<file path="src/rtl/zorro_autoconfig.sv">
// Zorro II AutoConfig responder for the IDE card: serves the configuration
// nibbles in $E8xxxx, captures the 128 KB base address and qualifies IDE
// accesses for the downstream decode block.
//
// state  | meaning
// UNCONF | waiting for the OS to configure us (responds in $E8xxxx)
// CONFIG | base address assigned, card decodes its window
// SHUTUP | OS told us to stay off the bus until the next reset
module zorro_autoconfig #(
  parameter logic [15:0] MANUF_ID = 16'h07DB,
  parameter logic [7:0]  PROD_ID  = 8'h05,
  parameter logic [31:0] SERIAL   = 32'h0000_0001,
  parameter logic [15:0] DIAG_VEC = 16'h4000
) (
  input  logic        CLK,
  input  logic        RESET,
  input  logic [23:1] ADDR,
  input  logic        AS_n,
  input  logic        UDS_n,
  input  logic        RW,
  input  logic [3:0]  DIN,
  input  logic        CFGIN_n,
  input  logic        ide_enable,
  output logic [3:0]  DOUT,
  output logic        DOE,
  output logic        CFGOUT_n,
  output logic        ide_access,
  output logic        configured
);

  typedef enum logic [1:0] {
    UNCONF = 2'd0,
    CONFIG = 2'd1,
    SHUTUP = 2'd2
  } state_t;

  state_t     state, state_nxt;
  logic [3:0] base_hi, base_hi_nxt;
  logic [2:0] base_lo, base_lo_nxt;
  logic       wr_done, wr_done_nxt;
  logic       cfgout_q;
  logic       cfg_hit;
  logic       commit;
  logic       unused_addr;

  // Low address bits above the register window play no part in decoding.
  assign unused_addr = ^ADDR[15:8];

  assign cfg_hit = (state == UNCONF) && ide_enable && !CFGIN_n && !AS_n &&
                   (ADDR[23:16] == 8'hE8);
  assign commit  = cfg_hit && !RW && !UDS_n && !wr_done;

  // State, base and one-commit-per-bus-cycle tracking registers.
  always_ff @(posedge CLK or posedge RESET) begin
    if (RESET) begin
      state   <= UNCONF;
      base_hi <= 4'h0;
      base_lo <= 3'h0;
      wr_done <= 1'b0;
    end else begin
      state   <= state_nxt;
      base_hi <= base_hi_nxt;
      base_lo <= base_lo_nxt;
      wr_done <= wr_done_nxt;
    end
  end

  // Next-state: commits decode the register offset; wr_done re-arms when AS_n ends the cycle.
  always_comb begin
    state_nxt   = state;
    base_hi_nxt = base_hi;
    base_lo_nxt = base_lo;
    wr_done_nxt = wr_done;
    if (AS_n) wr_done_nxt = 1'b0;
    if (commit) begin
      wr_done_nxt = 1'b1;
      case (ADDR[7:1])
        7'h24: begin
          base_hi_nxt = DIN;
          state_nxt   = CONFIG;
        end
        7'h25: base_lo_nxt = DIN[3:1];
        7'h26: state_nxt   = SHUTUP;
        default: ;
      endcase
    end
  end

  // Chain output drops one clock after we leave UNCONF.
  always_ff @(posedge CLK or posedge RESET) begin
    if (RESET)                 cfgout_q <= 1'b1;
    else if (state != UNCONF)  cfgout_q <= 1'b0;
  end

  // Configuration ROM nibbles; most are stored inverted on the bus.
  always_comb begin
    DOUT = 4'hF;
    if (!RESET) begin
      case (ADDR[7:1])
        7'h00: DOUT = 4'hD;
        7'h01: DOUT = 4'h2;
        7'h02: DOUT = ~PROD_ID[7:4];
        7'h03: DOUT = ~PROD_ID[3:0];
        7'h08: DOUT = ~MANUF_ID[15:12];
        7'h09: DOUT = ~MANUF_ID[11:8];
        7'h0A: DOUT = ~MANUF_ID[7:4];
        7'h0B: DOUT = ~MANUF_ID[3:0];
        7'h0C: DOUT = ~SERIAL[31:28];
        7'h0D: DOUT = ~SERIAL[27:24];
        7'h0E: DOUT = ~SERIAL[23:20];
        7'h0F: DOUT = ~SERIAL[19:16];
        7'h10: DOUT = ~SERIAL[15:12];
        7'h11: DOUT = ~SERIAL[11:8];
        7'h12: DOUT = ~SERIAL[7:4];
        7'h13: DOUT = ~SERIAL[3:0];
        7'h14: DOUT = ~DIAG_VEC[15:12];
        7'h15: DOUT = ~DIAG_VEC[11:8];
        7'h16: DOUT = ~DIAG_VEC[7:4];
        7'h17: DOUT = ~DIAG_VEC[3:0];
        7'h20: DOUT = 4'h0;
        7'h21: DOUT = 4'h0;
        default: DOUT = 4'hF;
      endcase
    end
  end

  assign DOE        = !RESET && cfg_hit && RW;
  assign configured = (state == CONFIG);
  assign CFGOUT_n   = ide_enable ? cfgout_q : CFGIN_n;
  // ADDR[16] is deliberately left out so both 64 KB halves of the window match.
  assign ide_access = !RESET && configured && ide_enable && !AS_n &&
                      (ADDR[23:17] == {base_hi, base_lo});

endmodule
</file>
<file path="config.mk">
export PLATFORM = sky130hd
export DESIGN_NAME = zorro_autoconfig
export DESIGN_NICKNAME = d
export VERILOG_FILES = /design/src/rtl/zorro_autoconfig.sv
export SDC_FILE = /design/constraint.sdc
export NUM_CORES = 1
export LEC_CHECK = 0
export BUFFER_PORTS_ARGS = -buffer_cell sky130_fd_sc_hd__buf_2
export CAP_MARGIN = 10
export CORE_MARGIN = 1
export CORE_UTILIZATION = 30
export CTS_CLUSTER_DIAMETER = 40
export DETAILED_ROUTE_END_ITERATION = 6
export GPL_ROUTABILITY_DRIVEN = 0
export PLACE_DENSITY = 0.69
export SYNTH_ARGS = -nofsm -noshare
export SYNTH_HDL_FRONTEND = slang
export SYNTH_SLANG_ARGS = --single-unit
</file>
<file path="constraint.sdc">
create_clock -name CLK -period 2.1 [get_ports CLK]
set_clock_uncertainty 0.1 [all_clocks]
set_input_delay 0.315 -clock CLK [delete_from_list [all_inputs] [get_ports CLK]]
set_output_delay 0.315 -clock CLK [all_outputs]
set_load 0.01 [all_outputs]
</file>
==> metrics.yaml, run 1 <==
run_status:
  status: "finished with violations"
  violations: "negative hold slack"
synthesis:
  synth_most_common_cell: "dfrtp_1"
  ys_ff_latch: 11
  ys_top_cells_by_count: "10 x dfrtp_1, 8 x inv_1, 8 x mux2_2"
  ys_top_cells_by_area: "dfrtp_1 30%, mux2_2 11%, ha_1 7.5%"
  synth_edf_count: 0
  synth.avg_cell_area_um2: 10.4
  yosysTopAreaCell: "dfrtp_1"
  synth_top_area_share: 0.301
  ys_warn_count: 0
  syn_area_um2: 832
  seq_area_frac_synth: 0.332
  synth.distinct_cells: 34
  ys_async_sr_fraction: 1.00
  synth_cells: 80
  syn_nets: 119
  synth_ff_type: "dfrtp_1"
route:
  drc: 0
  antenna_left: 0
  wl_per_cell_um: 11.7
  first_iter_violations: 11
  vias: 743
  wl_um: 1780
  viasPerCell: 4.89
  first_pass_iters: 4
cts:
  path_clk_slew_ns: 0.06
  numCtsBuffers: 3
  cts_max_level: 1
  cts.path.max_buffers: 2
  clock_sinks: 11
  insertion_delay_ns: 0.25
  cts_tree: "done"
  cts_root_buf: "clkbuf_4"
  cts.hold.buffers_added: 0
critical_path:
  cp_slowest_stage_delay_ns: 0.33
  critPathMaxFanout: 5
  reg2reg_to: "base_lo[0]"
  crit_buf_inv: 2
  arrival_ns: 1.62
  crit_type: "in -> out"
  critPathMostFrequentCell: "buf_2"
  required_ns: 1.68
  critPathTopFamily: "simple AND/OR/NAND/NOR gates"
  cp-end-kind: "output pin"
  regToRegStartpoint: "state[1]"
  startpoint_type: "input pin"
  reg2regPathDepth: 5
  cp_cell_sequence: "buf_2, or2_2, o31a_1, nor3_1, o21ai_0, buf_2"
  reg2reg_slack_ns: 0.18
  crit_path_top_delay_cell: "or2_2"
timing:
  tightest_slew_ns: 0.408
  post-route-period-util: 0.969
  tns_ns: 0
  min_period_ns: 2.03
  hold_viol: 9
  holdWs_ns: -0.00158
  fmax_mhz: 492
  slew_viol_final: 0
  grt_setup_unrepaired: "no"
  max_slew_margin: 0.726
  setup_viol_count_final: 0
flow_run:
  cap_violations: 0
placement:
  port_buffers: 33
  place_area_mm2: 0.00105
  dp_hpwl_um: 1490
floorplan:
  die_height_um: 54.7
  rows: 18
  start_util: 0.327
  dieArea_mm2: 0.00299
  ios: 42
  die-width_um: 54.7
  core_area_mm2: 0.00254
pwr:
  total_power_w: 0.000436
  power_density_mw_per_mm2: 392
  leakage_nw: 0.581
  vdd_drop_max_mv: 0.173
global_route:
  grt_max_degree: 12
  grt_pass1_wl_um: 2850
  antenna_found_initial: 0
  groute.usage.overall: 0.135
  grt_overflow_total: 0
  grt_pass1_vias: 706
cells_and_area:
  finalInstanceArea_mm2: 0.00111
  nets: 162
  antenna_cells: 0
  area_delta_synth_final_pct: 33.5
  drive_above_1_share: 0.492
worst_hold_path:
  hold_class: "in -> async"
==> worst max-delay path by stage <==
| stage | from | endpoint | cells after the start |
|---|---|---|---|
| final | ADDR[3] | DOUT[1] | 6 |
| after global routing | ADDR[3] | DOUT[1] | 6 |
| after CTS | state[1] | DOE | 5 |
| after detailed placement | CFGIN_n | base_hi[2] | 5 |
| after global placement | CFGIN_n | base_hi[0] | 5 |
| after floorplan | state[0] | base_hi[0] | 4 |
==> state kept, by name (all words and copies together), names as in the netlist <==
register	cells
state	2
cfgout_q	1
base_hi	4
wr_done	1
base_lo	3
==> through the flow <==
stage                     worst slack [ns]  hold slack [ns]  std cells   util
final                               0.0661         -0.00158        152  0.437
after global placement              0.0741            0.281        146  0.414
after CTS                          0.00556          0.00196        150  0.428
after global routing               0.00517          0.00482        152  0.437
after detailed placement           0.00641            0.286        146  0.414
after floorplan                      0.241           0.0750         80      -
==> metal layers <==
layer  wire length, µm  global-route usage
met1               777               0.149
met2               892               0.251
met3                91              0.0167
met4                22              0.0641
met5                 0                   0
==> cell usage in the layout (no fill, tap or decap), drive strengths merged, types with 2 or more instances in the layout <==
| cell | n |
|---|---|
| nor3 | 3 |
| o21ai | 3 |
| nor3b | 3 |
| buf | 39 |
| a31oi | 2 |
| dfrtp | 10 |
| clkbuf | 4 |
| nand2 | 3 |
| nor2b | 3 |
| inv | 8 |
| ha | 5 |
| nor4 | 4 |
| xor2 | 4 |
| xnor2 | 3 |
| mux2 | 8 |
| nor2 | 4 |
==> logic make-up after synthesis <==
family                   count (synthesis)  synth area share
AO/OA/AOI/OAI                           11            0.0872
XOR/XNOR                                 7            0.0737
flip-flops                              11             0.332
multiplexers                             9             0.120
AND/OR/NAND/NOR                         28             0.262
buffers and inverters                    9            0.0496
adder cells (fa/ha/maj)                  5            0.0752
==> area by class of cell <==
cell class                      instances  area, µm²
Sequential cell                        11        278
Timing Repair Buffer                   39        210
Tap cell                               30       37.5
Multi-Input combinational cell         60        529
Clock buffer                            4       26.3
Fill cell                             247       1430
Inverter                                8       30.0
==> power breakdown <==
group	internal [W]	switching (W)	leakage, nW
clock	0.0000732	0.0000609	0.0150
sequential	0.000212	0.000000000107	0.145
combinational	0.0000416	0.0000480	0.421
==> what timing repair did <==
action                     in CTS  in global routing
pin swaps                       0                  2
setup buffers                   0                  2
hold endpoints to repair        0                  0
setup endpoints to repair       1                  1
resized for setup               1                  2
==> tightest hold or removal path, delay by kind of cell <==
family	cells	cell delay, ns
buffers and inverters	3	0.39
No activity file was read; power rests on OpenSTA's default activity.
==> run 2: changes to the inputs <==
ABC_AREA = 1   (was unset)
PLACE_DENSITY = 0.67   (was 0.69)
==> metrics.yaml, run 2 <==
run_status:
  status: "finished with violations"
  violations: "design-rule violations"
placement:
  dp_hpwl_um: 1740
  place_area_mm2: 0.00114
  port_buffers: 33
  pre_cts_slack_ns: 0.367
global_route:
  grt_pass1_wl_um: 3310
  grt_pass1_vias: 802
  grt_overflow_total: 0
  antenna_found_initial: 0
  grt_max_degree: 13
  groute.usage.overall: 0.130
cells_and_area:
  area_delta_synth_final_pct: 27.7
  drive_above_1_share: 0.306
  multiInputGateArea_um2: 553
  final_util: 0.418
  nets: 210
  antenna_cells: 0
  top_register: "base_hi"
  seq_area_um2: 277
  finalInstanceArea_mm2: 0.00118
  largest_registers: "base_hi x4, base_lo x3, state x2"
  fillers: 317
  mostFrequentLayoutCell: "buf_2"
  largest_reg_flops: 4
  layout_common_cells: "33 x buf_2, 28 x inv_1, 26 x nand2_1"
timing:
  hold_viol: 0
  slew_viol_final: 0
  post-route-period-util: 0.937
  grt_setup_unrepaired: "no"
  setup_viol_count_final: 0
  tns_ns: 0
  tightest_slew_ns: 0.297
  max_slew_margin: 0.801
  finalWorstSetupSlack_ns: 0.132
  fmax_mhz: 508
  holdWs_ns: 0.175
  min_period_ns: 1.97
cts:
  path_clk_slew_ns: 0.07
  cts_root_buf: "clkbuf_4"
  insertion_delay_ns: 0.27
  numCtsBuffers: 3
  cts_max_level: 1
  cts.path.max_buffers: 2
  clock_sinks: 11
  cts_tree: "done"
  post_cts_buffers: 0
synthesis:
  ys_warn_count: 0
  synth_ff_type: "dfrtp_1"
  synth_top_area_share: 0.270
  syn_area_um2: 926
  synth_most_common_cell: "inv_1"
  ys_top_cells_by_area: "dfrtp_1 27%, inv_1 11%, nand2_1 11%"
  ys_ff_latch: 11
  seq_area_frac_synth: 0.299
  ys_async_sr_fraction: 1.00
  synth_edf_count: 0
  synth_cells: 131
  synth.avg_cell_area_um2: 7.07
  yosysTopAreaCell: "dfrtp_1"
  synth.distinct_cells: 22
  ys_top_cells_by_count: "28 x inv_1, 26 x nand2_1, 12 x nor2_1"
  syn_nets: 170
critical_path:
  required_ns: 1.68
  arrival_ns: 1.55
  crit_type: "in -> out"
  startpoint_type: "input pin"
  cp-end-kind: "output pin"
  critPathMaxFanout: 3
worst_hold_path:
  hold_class: "in -> reg"
pwr:
  leakage_nw: 0.587
  power_density_mw_per_mm2: 390
  vdd_drop_max_mv: 0.240
route:
  first_pass_iters: 6
  wl_um: 2000
  antenna_left: 0
  wl_per_cell_um: 9.94
  first_iter_violations: 29
  viasPerCell: 4.67
  vias: 939
  drc: 4
flow_run:
  cap_violations: 0
floorplan:
  core_area_mm2: 0.00283
  dieArea_mm2: 0.00331
  die-width_um: 57.6
  start_util: 0.327
  rows: 19
  die_height_um: 57.6
  ios: 42
==> run 2: changes by cell type after synthesis, sizes merged, moves of 4 or more <==
cell	change
nand2	+23
inv	+20
nor2	+15
o21ai	+14
nand3	+9
mux2	-8
xor2	-4
==> run 2: layer usage <==
| metal | up-vias | share of wire | GRT usage | routed length [µm] |
|---|---|---|---|---|
| met3 | 6 | 0.054 | 0.0204 | 107 |
| met5 | - | 0 | 0 | 0 |
| met4 | 0 | 0.020 | 0.0592 | 40 |
| li1 | 498 | - | - | - |
| met1 | 409 | 0.48 | 0.181 | 966 |
| met2 | 26 | 0.44 | 0.198 | 883 |
==> run 2: critical path: stages <==
cell           delay [ns]
dlygate4sd3_1        0.53
buf_2                0.15
nor3_1               0.22
nand3_1              0.10
nor2_1               0.10
buf_2                0.13
==> run 2: layout make-up <==
cell class	instances	area share
multi-input combinational	92	0.468
sequential	11	0.234
timing repair buffer	35	0.154
inverter	28	0.0889
tap	31	0.0328
clock buffer	4	0.0222
==> run 2: cell families after synthesis <==
logic type               Yosys count  share of synthesized area
AND/OR/NAND/NOR                   63                      0.377
flip-flops                        11                      0.299
AO/OA/AOI/OAI                     22                      0.124
buffers and inverters             28                      0.114
XOR/XNOR                           2                     0.0189
adder cells (fa/ha/maj)            5                     0.0676
==> run 2: what timing repair did <==
action                                 in CTS  in global routing
gates resized for setup                     0                  1
hold buffers                                1                  0
endpoints found under the hold margin      10                  0
setup endpoints to repair                   0                  4
==> run 2: final timing paths <==
kind	cells after the start	endpoint	startpoint	slack (ns)
worst max-delay path	6	ide_access	RESET	0.13
worst min-delay path	2	wr_done	AS_n	0.18
worst max register to register	6	base_lo[0]	state[1]	0.74
worst min register to register	1	cfgout_q	state[0]	0.35
max in group asynchronous	4	cfgout_q	RESET	1.17
min in group asynchronous	4	wr_done	RESET	0.51
==> run 2: report_power, final <==
group,internal (W),switching (W)
clock network,0.0000735,0.0000729
logic,0.0000421,0.0000607
registers,0.000212,0.0000000000000000000466
total,0.000327,0.000134
==> run 2: metrics by stage <==
stage,std cells,power (W)
floorplan,131,0.000268
global placement,196,0.000316
detailed placement,196,0.000316
CTS,201,0.000464
global route,201,0.000488
finish,201,0.000461
